### src/rtl/uart_prog_loader.sv
// Boot-time program loader. A programming-button edge holds the core in reset
// and streams a UART image into instruction memory as little-endian 32-bit
// words. The core is released when the end-of-image marker word arrives.
//
// Top FSM
//   state | meaning
//   IDLE  | waiting for a prog edge, core running
//   LOAD  | assembling bytes from the holding register into a word
//   WRITE | memory write pending, we_o held until gnt_i
//   DONE  | image complete, core released, prog edge restarts
//
// UART receiver FSM
//   state   | meaning
//   R_IDLE  | line idle, waiting for a low level
//   R_START | counting to mid start bit to reject glitches
//   R_DATA  | sampling 8 data bits LSB first at mid bit
//   R_STOP  | sampling the stop bit
module uart_prog_loader #(
    parameter int          ADDR_W   = 13,
    parameter logic [31:0] END_WORD = 32'h0000_0FFF
) (
    input  logic              wb_clk_i,
    input  logic              wb_rst_i,
    input  logic              prog_i,
    input  logic              rx_i,
    input  logic [15:0]       clks_per_bit_i,
    output logic              we_o,
    output logic [ADDR_W-1:0] addr_o,
    output logic [31:0]       wdata_o,
    input  logic              gnt_i,
    output logic              busy_o,
    output logic              done_o,
    output logic              frame_err_o,
    output logic              overrun_o,
    output logic              core_rst_no
);

    typedef enum logic [1:0] {IDLE, LOAD, WRITE, DONE} state_t;
    typedef enum logic [1:0] {R_IDLE, R_START, R_DATA, R_STOP} rx_state_t;

    state_t      state;
    rx_state_t   r_state;

    logic        prog_s1, prog_s2, prog_d;
    logic        rx_s1, rx_s2;
    logic        prog_edge;

    logic [15:0] cpb_eff;
    logic [15:0] r_cpb;
    logic [15:0] r_cnt;
    logic [2:0]  r_bits;
    logic [7:0]  r_shift;
    logic        rx_valid;
    logic [7:0]  rx_byte;

    logic        hold_full;
    logic [7:0]  hold_data;
    logic [23:0] word_lo;
    logic [1:0]  byte_cnt;
    logic [31:0] full_word;

    assign prog_edge = prog_s2 & ~prog_d;
    assign cpb_eff   = (clks_per_bit_i < 16'd2) ? 16'd2 : clks_per_bit_i;
    assign full_word = {hold_data, word_lo};

    // Two-flop synchronizers for the asynchronous pads, plus the prog edge register.
    always_ff @(posedge wb_clk_i) begin
        if (wb_rst_i) begin
            prog_s1 <= 1'b0;
            prog_s2 <= 1'b0;
            prog_d  <= 1'b0;
            rx_s1   <= 1'b1;
            rx_s2   <= 1'b1;
        end else begin
            prog_s1 <= prog_i;
            prog_s2 <= prog_s1;
            prog_d  <= prog_s2;
            rx_s1   <= rx_i;
            rx_s2   <= rx_s1;
        end
    end

    // UART receiver: mid-bit sampling with a down-counter reloaded from the latched divisor.
    always_ff @(posedge wb_clk_i) begin
        if (wb_rst_i) begin
            r_state     <= R_IDLE;
            r_cpb       <= 16'd0;
            r_cnt       <= 16'd0;
            r_bits      <= 3'd0;
            r_shift     <= 8'd0;
            rx_valid    <= 1'b0;
            rx_byte     <= 8'd0;
            frame_err_o <= 1'b0;
        end else begin
            rx_valid    <= 1'b0;
            frame_err_o <= 1'b0;
            case (r_state)
                R_IDLE: begin
                    if (!rx_s2) begin
                        r_cpb   <= cpb_eff;
                        r_cnt   <= (cpb_eff >> 1) - 16'd1;
                        r_bits  <= 3'd0;
                        r_state <= R_START;
                    end
                end
                R_START: begin
                    if (r_cnt == 16'd0) begin
                        if (!rx_s2) begin
                            r_cnt   <= r_cpb - 16'd1;
                            r_state <= R_DATA;
                        end else begin
                            r_state <= R_IDLE;
                        end
                    end else begin
                        r_cnt <= r_cnt - 16'd1;
                    end
                end
                R_DATA: begin
                    if (r_cnt == 16'd0) begin
                        r_shift <= {rx_s2, r_shift[7:1]};
                        r_cnt   <= r_cpb - 16'd1;
                        if (r_bits == 3'd7) begin
                            r_state <= R_STOP;
                        end else begin
                            r_bits <= r_bits + 3'd1;
                        end
                    end else begin
                        r_cnt <= r_cnt - 16'd1;
                    end
                end
                R_STOP: begin
                    if (r_cnt == 16'd0) begin
                        if (rx_s2) begin
                            rx_valid <= 1'b1;
                            rx_byte  <= r_shift;
                        end else begin
                            frame_err_o <= 1'b1;
                        end
                        r_state <= R_IDLE;
                    end else begin
                        r_cnt <= r_cnt - 16'd1;
                    end
                end
                default: r_state <= R_IDLE;
            endcase
        end
    end

    // Loader FSM with the one-byte holding register between receiver and word assembly.
    always_ff @(posedge wb_clk_i) begin
        if (wb_rst_i) begin
            state       <= IDLE;
            we_o        <= 1'b0;
            addr_o      <= '0;
            wdata_o     <= 32'd0;
            busy_o      <= 1'b0;
            done_o      <= 1'b0;
            overrun_o   <= 1'b0;
            core_rst_no <= 1'b0;
            hold_full   <= 1'b0;
            hold_data   <= 8'd0;
            word_lo     <= 24'd0;
            byte_cnt    <= 2'd0;
        end else begin
            case (state)
                IDLE, DONE: begin
                    core_rst_no <= 1'b1;
                    busy_o      <= 1'b0;
                    if (prog_edge) begin
                        state       <= LOAD;
                        addr_o      <= '0;
                        byte_cnt    <= 2'd0;
                        overrun_o   <= 1'b0;
                        hold_full   <= 1'b0;
                        we_o        <= 1'b0;
                        busy_o      <= 1'b1;
                        done_o      <= 1'b0;
                        core_rst_no <= 1'b0;
                    end
                end
                LOAD: begin
                    if (hold_full) begin
                        hold_full <= 1'b0;
                        byte_cnt  <= byte_cnt + 2'd1;
                        case (byte_cnt)
                            2'd0: word_lo[7:0]   <= hold_data;
                            2'd1: word_lo[15:8]  <= hold_data;
                            2'd2: word_lo[23:16] <= hold_data;
                            default: begin
                                if (full_word == END_WORD) begin
                                    state       <= DONE;
                                    done_o      <= 1'b1;
                                    busy_o      <= 1'b0;
                                    core_rst_no <= 1'b1;
                                end else begin
                                    state   <= WRITE;
                                    wdata_o <= full_word;
                                    we_o    <= 1'b1;
                                end
                            end
                        endcase
                    end
                end
                WRITE: begin
                    if (gnt_i) begin
                        we_o   <= 1'b0;
                        addr_o <= addr_o + 1'b1;
                        state  <= LOAD;
                    end
                end
                default: state <= IDLE;
            endcase

            // A byte landing in the same cycle LOAD drains the register is still taken.
            if (rx_valid && (state == LOAD || state == WRITE)) begin
                if (hold_full && state != LOAD) begin
                    overrun_o <= 1'b1;
                end else begin
                    hold_data <= rx_byte;
                    hold_full <= 1'b1;
                end
            end
        end
    end

endmodule

### config.mk
export PLATFORM = sky130hd
export DESIGN_NAME = uart_prog_loader
export DESIGN_NICKNAME = d
export VERILOG_FILES = /design/src/rtl/uart_prog_loader.sv
export SDC_FILE = /design/constraint.sdc
export NUM_CORES = 1
export LEC_CHECK = 0
export ABC_AREA = 1
export BUFFER_PORTS_ARGS = -buffer_cell sky130_fd_sc_hd__buf_2
export CORE_MARGIN = 5
export CORE_UTILIZATION = 30
export DETAILED_ROUTE_END_ITERATION = 7
export GPL_TIMING_DRIVEN = 0
export SLEW_MARGIN = 20
export SYNTH_ARGS = -nofsm -noshare
export SYNTH_HDL_FRONTEND = slang
export SYNTH_SLANG_ARGS = --single-unit
export TNS_END_PERCENT = 20
### constraint.sdc
create_clock -name wb_clk_i -period 2.05 [get_ports wb_clk_i]
set_input_delay 0 -clock wb_clk_i [delete_from_list [all_inputs] [get_ports wb_clk_i]]
set_output_delay 0 -clock wb_clk_i [all_outputs]
set_load 0.02 [all_outputs]
==> impl_metrics.env, run 1 <==
export IMPL_switching_share=0.4022
export IMPL_utilization=0.3698
export IMPL_slew_headroom=0.5344
export IMPL_cts_buffers=17
export IMPL_ant_nets=0
export IMPL_cp_arrival_ns=2.31
export IMPL_fin_setup_tns_ns=0
export IMPL_h_tree_depth=4
export IMPL_grt_setup_unrepaired="true"
export IMPL_netlist_instances=1050
export IMPL_grt_max_degree=17
export IMPL_syn_nets=1089
export IMPL_synth_seq_cells=147
export IMPL_critPathMaxFanout=6
export IMPL_worstSetupEndpointType="flip-flop"
export IMPL_finClkSkew_ns=0.009854
export IMPL_nets=1201
export IMPL_p_sw_mw=4.085
export IMPL_antenna_cells=0
export IMPL_io_pins=72
export IMPL_finalHoldViolations=0
export IMPL_cts_tree="yes"
export IMPL_cts_root_buf="clkbuf_16"
export IMPL_final_max_slew_viol_count=0
export IMPL_power_frac_comb=0.374
export IMPL_coreArea_um2=24180
export IMPL_synth_edf_count=0
export IMPL_antenna_found_initial=0
export IMPL_wl_um=21010
export IMPL_cellInternalPower_mw=6.072
export IMPL_start_kind="flip-flop"
export IMPL_ys_seq_area_frac=0.4029
export IMPL_synth_top_cell_area_share=0.4029
export IMPL_worst_pin_slew_ns=0.6984
export IMPL_synthTopCellsByArea="dfxtp_1 40%, nand2_1 10%, a21oi_1 8.4%"
export IMPL_clock_sinks=147
export IMPL_p_leak_nw=3.830
export IMPL_die_area_um2=27570
export IMPL_grt_pass1_vias=6759
export IMPL_drtIter0Drc=507
export IMPL_die_w_um=166.0
export IMPL_share_seq_of_total_power=0.327
export IMPL_num_vias=7146
export IMPL_synth_ff_type="dfxtp_1"
export IMPL_rows=57
export IMPL_netlist_area_um2=7305
export IMPL_finalCritPeriodShare=0.9555
export IMPL_status="complete, no violations"
export IMPL_fill_cells=2563
export IMPL_final_min_clock_period_ns=1.959
export IMPL_total_power_mw=10.16
export IMPL_synthToLayoutAreaGrowth_pct=22.40
export IMPL_first_pass_iters=5
export IMPL_cp_required_ns=2.40
export IMPL_gp_congestion=0.9184
export IMPL_yosysTopAreaCell="dfxtp_1"
export IMPL_vdd_drop_max_uv=475.3
export IMPL_port_buffers=70
export IMPL_grt_overflow_total=0
export IMPL_syn_avg_cell_area_um2=6.957
export IMPL_path_class="reg2reg"
export IMPL_grtUsageTotal=0.1519
export IMPL_synth_common_cells="201 x nand2_1, 147 x dfxtp_1, 123 x a21oi_1, 122 x inv_1, 118 x nor2_1"
export IMPL_clk_pin_slew_worst_paths_ns=0.06
export IMPL_route_detailed_drc=0
export IMPL_clock_latency_ns=0.43
export IMPL_clkPwrFrac=0.298
export IMPL_final_layout_size_suffix_gt1_frac=0.1421
export IMPL_start_util=0.3021
export IMPL_fmax_ghz=0.5105
export IMPL_synth_most_common_cell="nand2_1"
export IMPL_power_density_nw_per_um2=1136
export IMPL_die_h_um=166.0
export IMPL_dp_hpwl_um=15560
export IMPL_wire_per_inst_um=14.01
export IMPL_clk_path_buf_depth=2
export IMPL_hold_path_class="in2reg"
export IMPL_yosys_warnings=0
export IMPL_synth_cell_type_count=43
export IMPL_async_flop_share=0
export IMPL_grt_pass1_wl_um=34350
export IMPL_drv_cap=0
export IMPL_final_setup_viol_count=0
export IMPL_viasPerCell=4.767
[flip-flops by register name, summed over array words and instances (netlist names), 2 cells and up, named ones only]
| register | count |
|---|---|
| state | 2 |
| r_shift | 8 |
| byte_cnt | 2 |
| wdata_o | 32 |
| r_bits | 3 |
| r_cpb | 16 |
| r_cnt | 16 |
| word_lo | 24 |
| addr_o | 13 |
| rx_byte | 8 |
| hold_data | 8 |
[layout make-up]
class                   instances  area, µm²  share of cell area
inverters                     128      486.7             0.05444
flip-flops and latches        147       2943              0.3291
well taps                     324      405.4             0.04534
clock buffers                  17      425.4             0.04758
plain buffers                  39      202.7             0.02267
clock inverters                15      145.1             0.01623
multi-input cells             736       3762              0.4208
repair buffers                 93      570.5             0.06381
[layer usage]
layer	vias up	wire, µm	global-route usage
li1	3670	-	-
met1	3263	9486	0.1959
met2	177	9905	0.2516
met3	36	1153	0.03523
met4	0	461	0.05022
met5	-	0	0
[logic make-up (layout without fill, tap and decap cells)]
kind of cell	count (synthesis)	count (layout)	synth area share
AO/OA/AOI/OAI	224	224	0.1636
XOR/XNOR	25	25	0.02998
adder cells (fa/ha/maj)	18	18	0.03083
buffers and inverters	167	292	0.09181
flip-flops	147	147	0.4029
AND/OR/NAND/NOR	469	469	0.2809
[power groups by stage]
stage	Clock, mW	Sequential [mW]	Combinational, mW
2_1_floorplan	0	3.34	2.73
3_3_place_gp	0	3.37	3.59
6_report	3.03	3.33	3.80
5_1_grt	3.24	3.35	4.32
4_1_cts	3.10	3.32	3.64
3_5_place_dp	0	3.38	3.59
[cell usage in the layout, fill, tap and decap left out, drive strengths merged, types with 4 or more instances in the layout]
cell | synthesis | routed
a31oi | 4 | 4
dfxtp | 147 | 147
inv | 125 | 132
dlygate4sd3 | 0 | 16
xnor2 | 5 | 5
o21ai | 77 | 77
nor2 | 124 | 124
nand2 | 210 | 210
ha | 18 | 18
or2 | 4 | 4
nand4 | 6 | 6
clkbuf | 20 | 37
buf | 19 | 95
xor2 | 20 | 20
a211oi | 10 | 10
nor4 | 11 | 11
a21oi | 125 | 125
nor3 | 8 | 8
nand3 | 97 | 97
clkinv | 3 | 9
nand3b | 4 | 4
[path summary, 6_finish.rpt]
check | depth (start not counted) | slack, ns | endpoint | start
setup reg to reg | 8 | 0.09 | addr_o[9] | state[0]
setup / recovery | 8 | 0.09 | addr_o[9] | state[0]
hold reg to reg | 2 | 0.40 | prog_s2 | prog_s1
hold / removal | 5 | 0.01 | r_cnt[2] | clks_per_bit_i[3]
[metrics by stage]
step | setup slack, ns | hold slack, ns | instance area [µm²] | std cells
floorplan | 0.3292 | 0.1038 | 7305 | 1050
global placement | -0.1534 | 0.1881 | 8060 | 1444
detailed placement | -0.1260 | 0.1882 | 8060 | 1444
CTS | 0.001949 | 0.01293 | 8802 | 1493
global route | -0.07444 | 0.04677 | 8941 | 1499
finish | 0.09126 | 0.01391 | 8941 | 1499
[what timing repair did]
item                                    4_1_cts  5_1_grt
pin swaps                                     0        7
hold buffers                                 17        0
gates cloned                                  0        0
endpoints found under the setup margin        9       48
setup buffers                                 0        7
gates resized for setup                       1       33
endpoints found under the hold margin        18        0
[critical path: stages (launching register included)]
cell and delay (ns):
dfxtp_1 0.35, inv_1 0.05, ha_1 0.31, inv_1 0.20
nor2_1 0.08, a21oi_1 0.42, inv_1 0.16, o21a_1 0.21
a21oi_1 0.11
Power figures use the tool's default switching activity.
==> run 2, diff against run 1 <==
--- a/config.mk
+++ b/config.mk
@@ -6,10 +6,10 @@
 export NUM_CORES = 1
 export LEC_CHECK = 0
 export ABC_AREA = 1
-export BUFFER_PORTS_ARGS = -buffer_cell sky130_fd_sc_hd__buf_2
 export CORE_MARGIN = 5
 export CORE_UTILIZATION = 30
 export DETAILED_ROUTE_END_ITERATION = 7
+export DONT_BUFFER_PORTS = 1
 export GPL_TIMING_DRIVEN = 0
 export SLEW_MARGIN = 20
 export SYNTH_ARGS = -nofsm -noshare
==> constraint.sdc (replaced) <==
create_clock -name wb_clk_i -period 2.05 [get_ports wb_clk_i]
set_input_delay 0 -clock wb_clk_i [delete_from_list [all_inputs] [get_ports wb_clk_i]]
set_output_delay 0 -clock wb_clk_i [all_outputs]
set_load 0.01 [all_outputs]
==> run 2 against run 1 <==
Effect of this change:
- sequential power hardly changed
- total power is essentially flat
- routed wire length down 1.6%
- first-iteration DRC count shrank 8.5%
- worst setup slack improved by 0.045 ns
- worst hold slack gained 0.00070 ns
- clock-buffer cell count unchanged
- via count decreased by 3.2%
- design area down 4.0%
- register-to-register slack better by 0.04 ns
- critical path type unchanged
- highest routed layer unchanged
==> impl_metrics.env, run 2 (synthesized netlist as in run 1, its figures left out) <==
export IMPL_place_inst=1374
export IMPL_finalCritPeriodShare=0.9337
export IMPL_grt_overflow_total=0
export IMPL_port_buffers=0
export IMPL_use_met2=0.2322
export IMPL_nets=1129
export IMPL_start_util=0.3021
export IMPL_status="complete, no violations"
export IMPL_synthToLayoutAreaGrowth_pct=17.54
export IMPL_cts_tree="yes"
export IMPL_finClkSkew_ns=0.01538
export IMPL_cts_buffers=17
export IMPL_fin_cells=1427
export IMPL_die_w_um=166.0
export IMPL_power_density_nw_per_um2=1184
export IMPL_holdWs_ns=0.01462
export IMPL_hold_path_class="in2reg"
export IMPL_critPathMaxFanout=9
export IMPL_drv_cap=0
export IMPL_grt_pass1_vias=6413
export IMPL_num_vias=6917
export IMPL_cp_required_ns=2.42
export IMPL_largest_reg_flops=32
export IMPL_vdd_drop_max_uv=431.7
export IMPL_wire_per_inst_um=14.48
export IMPL_reg2regPathDepth=11
export IMPL_dpl_cell_area_um2=7710
export IMPL_final_min_clock_period_ns=1.914
export IMPL_h_tree_depth=4
export IMPL_die_h_um=166.0
export IMPL_met3_usage=0.03690
export IMPL_final_area_um2=8586
export IMPL_path_class="reg2reg"
export IMPL_final_layout_size_suffix_gt1_frac=0.08160
export IMPL_cts_root_buf="clkbuf_16"
export IMPL_slew_headroom=0.5465
export IMPL_coreArea_um2=24180
export IMPL_pre_cts_ws_ns=-0.06698
export IMPL_p_leak_nw=3.461
export IMPL_gp_congestion=0.8842
export IMPL_hold_path_startpoint="gnt_i"
export IMPL_final_setup_viol_count=0
export IMPL_route_detailed_drc=0
export IMPL_worst_pin_slew_ns=0.6803
export IMPL_drtIter0Drc=464
export IMPL_final_max_slew_viol_count=0
export IMPL_grtUsageTotal=0.1473
export IMPL_antenna_found_initial=0
export IMPL_start_kind="flip-flop"
export IMPL_clock_latency_ns=0.44
export IMPL_worstSetupEndpointType="flip-flop"
export IMPL_viasPerCell=4.847
export IMPL_finalHoldViolations=0
export IMPL_grt_busiest_layer="met2"
export IMPL_r2r_end="addr_o[9]"
export IMPL_fin_ws_ns=0.1359
export IMPL_grt_pass1_wl_um=33350
export IMPL_dp_hpwl_um=15160
export IMPL_grt_setup_unrepaired="true"
export IMPL_use_met1=0.1960
export IMPL_r2r_start="state[0]"
export IMPL_mostFrequentLayoutCells="198 x nand2_1, 147 x dfxtp_1, 122 x a21oi_1"
export IMPL_reg_largest_list="wdata_o (32), word_lo (24)"
export IMPL_wl_um=20660
export IMPL_first_pass_iters=4
export IMPL_layout_commonest_cell="nand2_1"
export IMPL_ant_nets=0
export IMPL_clock_sinks=147
export IMPL_min_to="we_o"
export IMPL_regToRegSetupSlack_ns=0.14
export IMPL_io_pins=72
export IMPL_cp_arrival_ns=2.28
export IMPL_grt_max_degree=19
export IMPL_min_path_cells=5
export IMPL_fin_setup_tns_ns=0
export IMPL_antenna_cells=0
export IMPL_rows=57
export IMPL_max_flop_register="wdata_o"
export IMPL_die_area_um2=27570
export IMPL_fmax_ghz=0.5224
export IMPL_clk_path_buf_depth=2
export IMPL_clk_pin_slew_worst_paths_ns=0.07
==> run 2: worst max-delay path by stage <==
stage	from	endpoint	slack, ns
floorplan	state[0]	hold_data[0]	0.33
global placement	state[0]	hold_data[7]	-0.07
detailed placement	state[0]	hold_data[7]	-0.07
CTS	state[0]	hold_data[7]	0.04
global route	state[1]	word_lo[7]	-0.03
finish	state[0]	addr_o[9]	0.14
==> run 2: layout make-up <==
type	count	area, µm²
Timing Repair Buffer	21	205.2
Tap cell	324	405.4
Inverter	128	484.2
Clock inverter	15	181.4
Multi-Input combinational cell	736	3740
Sequential cell	147	2943
Buffer	39	201.4
Fill cell	2568	15590
Clock buffer	17	425.4
==> run 2: report_power, final <==
group          switching (mW)  internal, mW
registers               0.255          3.08
logic                    2.46          1.21
clock network            1.50          1.66
total                    4.21          5.95
==> run 2: worst max-delay path: stages (launching register included) <==
cell and delay, ns:
dfxtp_1 0.36, inv_1 0.06, ha_1 0.31, nand2_2 0.11, nand2_2 0.10, a21oi_4 0.25
nand2_2 0.10, nor2_2 0.15, nand2_2 0.09, nor2_4 0.12, nand2_1 0.06, a21oi_1 0.15
==> run 2: metrics by stage <==
stage               total power, mW  utilization
floorplan                     6.056            -
global placement              6.863       0.3189
detailed placement            6.873       0.3189
CTS                           10.07       0.3519
global route                  10.87       0.3551
finish                        10.16       0.3551
==> run 2: per-layer routing <==
| layer | wire length, µm | up-vias | part of all wire |
|---|---|---|---|
| met2 | 9419 | 188 | 0.46 |
| met5 | 0 | - | 0 |
| met4 | 504 | 0 | 0.024 |
| li1 | - | 3527 | - |
| met1 | 9635 | 3168 | 0.47 |
| met3 | 1101 | 34 | 0.053 |
==> run 2: timing repair <==
action | 4_1_cts | 5_1_grt
pin swaps | 0 | 1
setup endpoints to repair | 9 | 39
buffers inserted | 0 | 2
hold buffers | 19 | 0
resized for setup | 1 | 24
endpoints found under the hold margin | 27 | 0
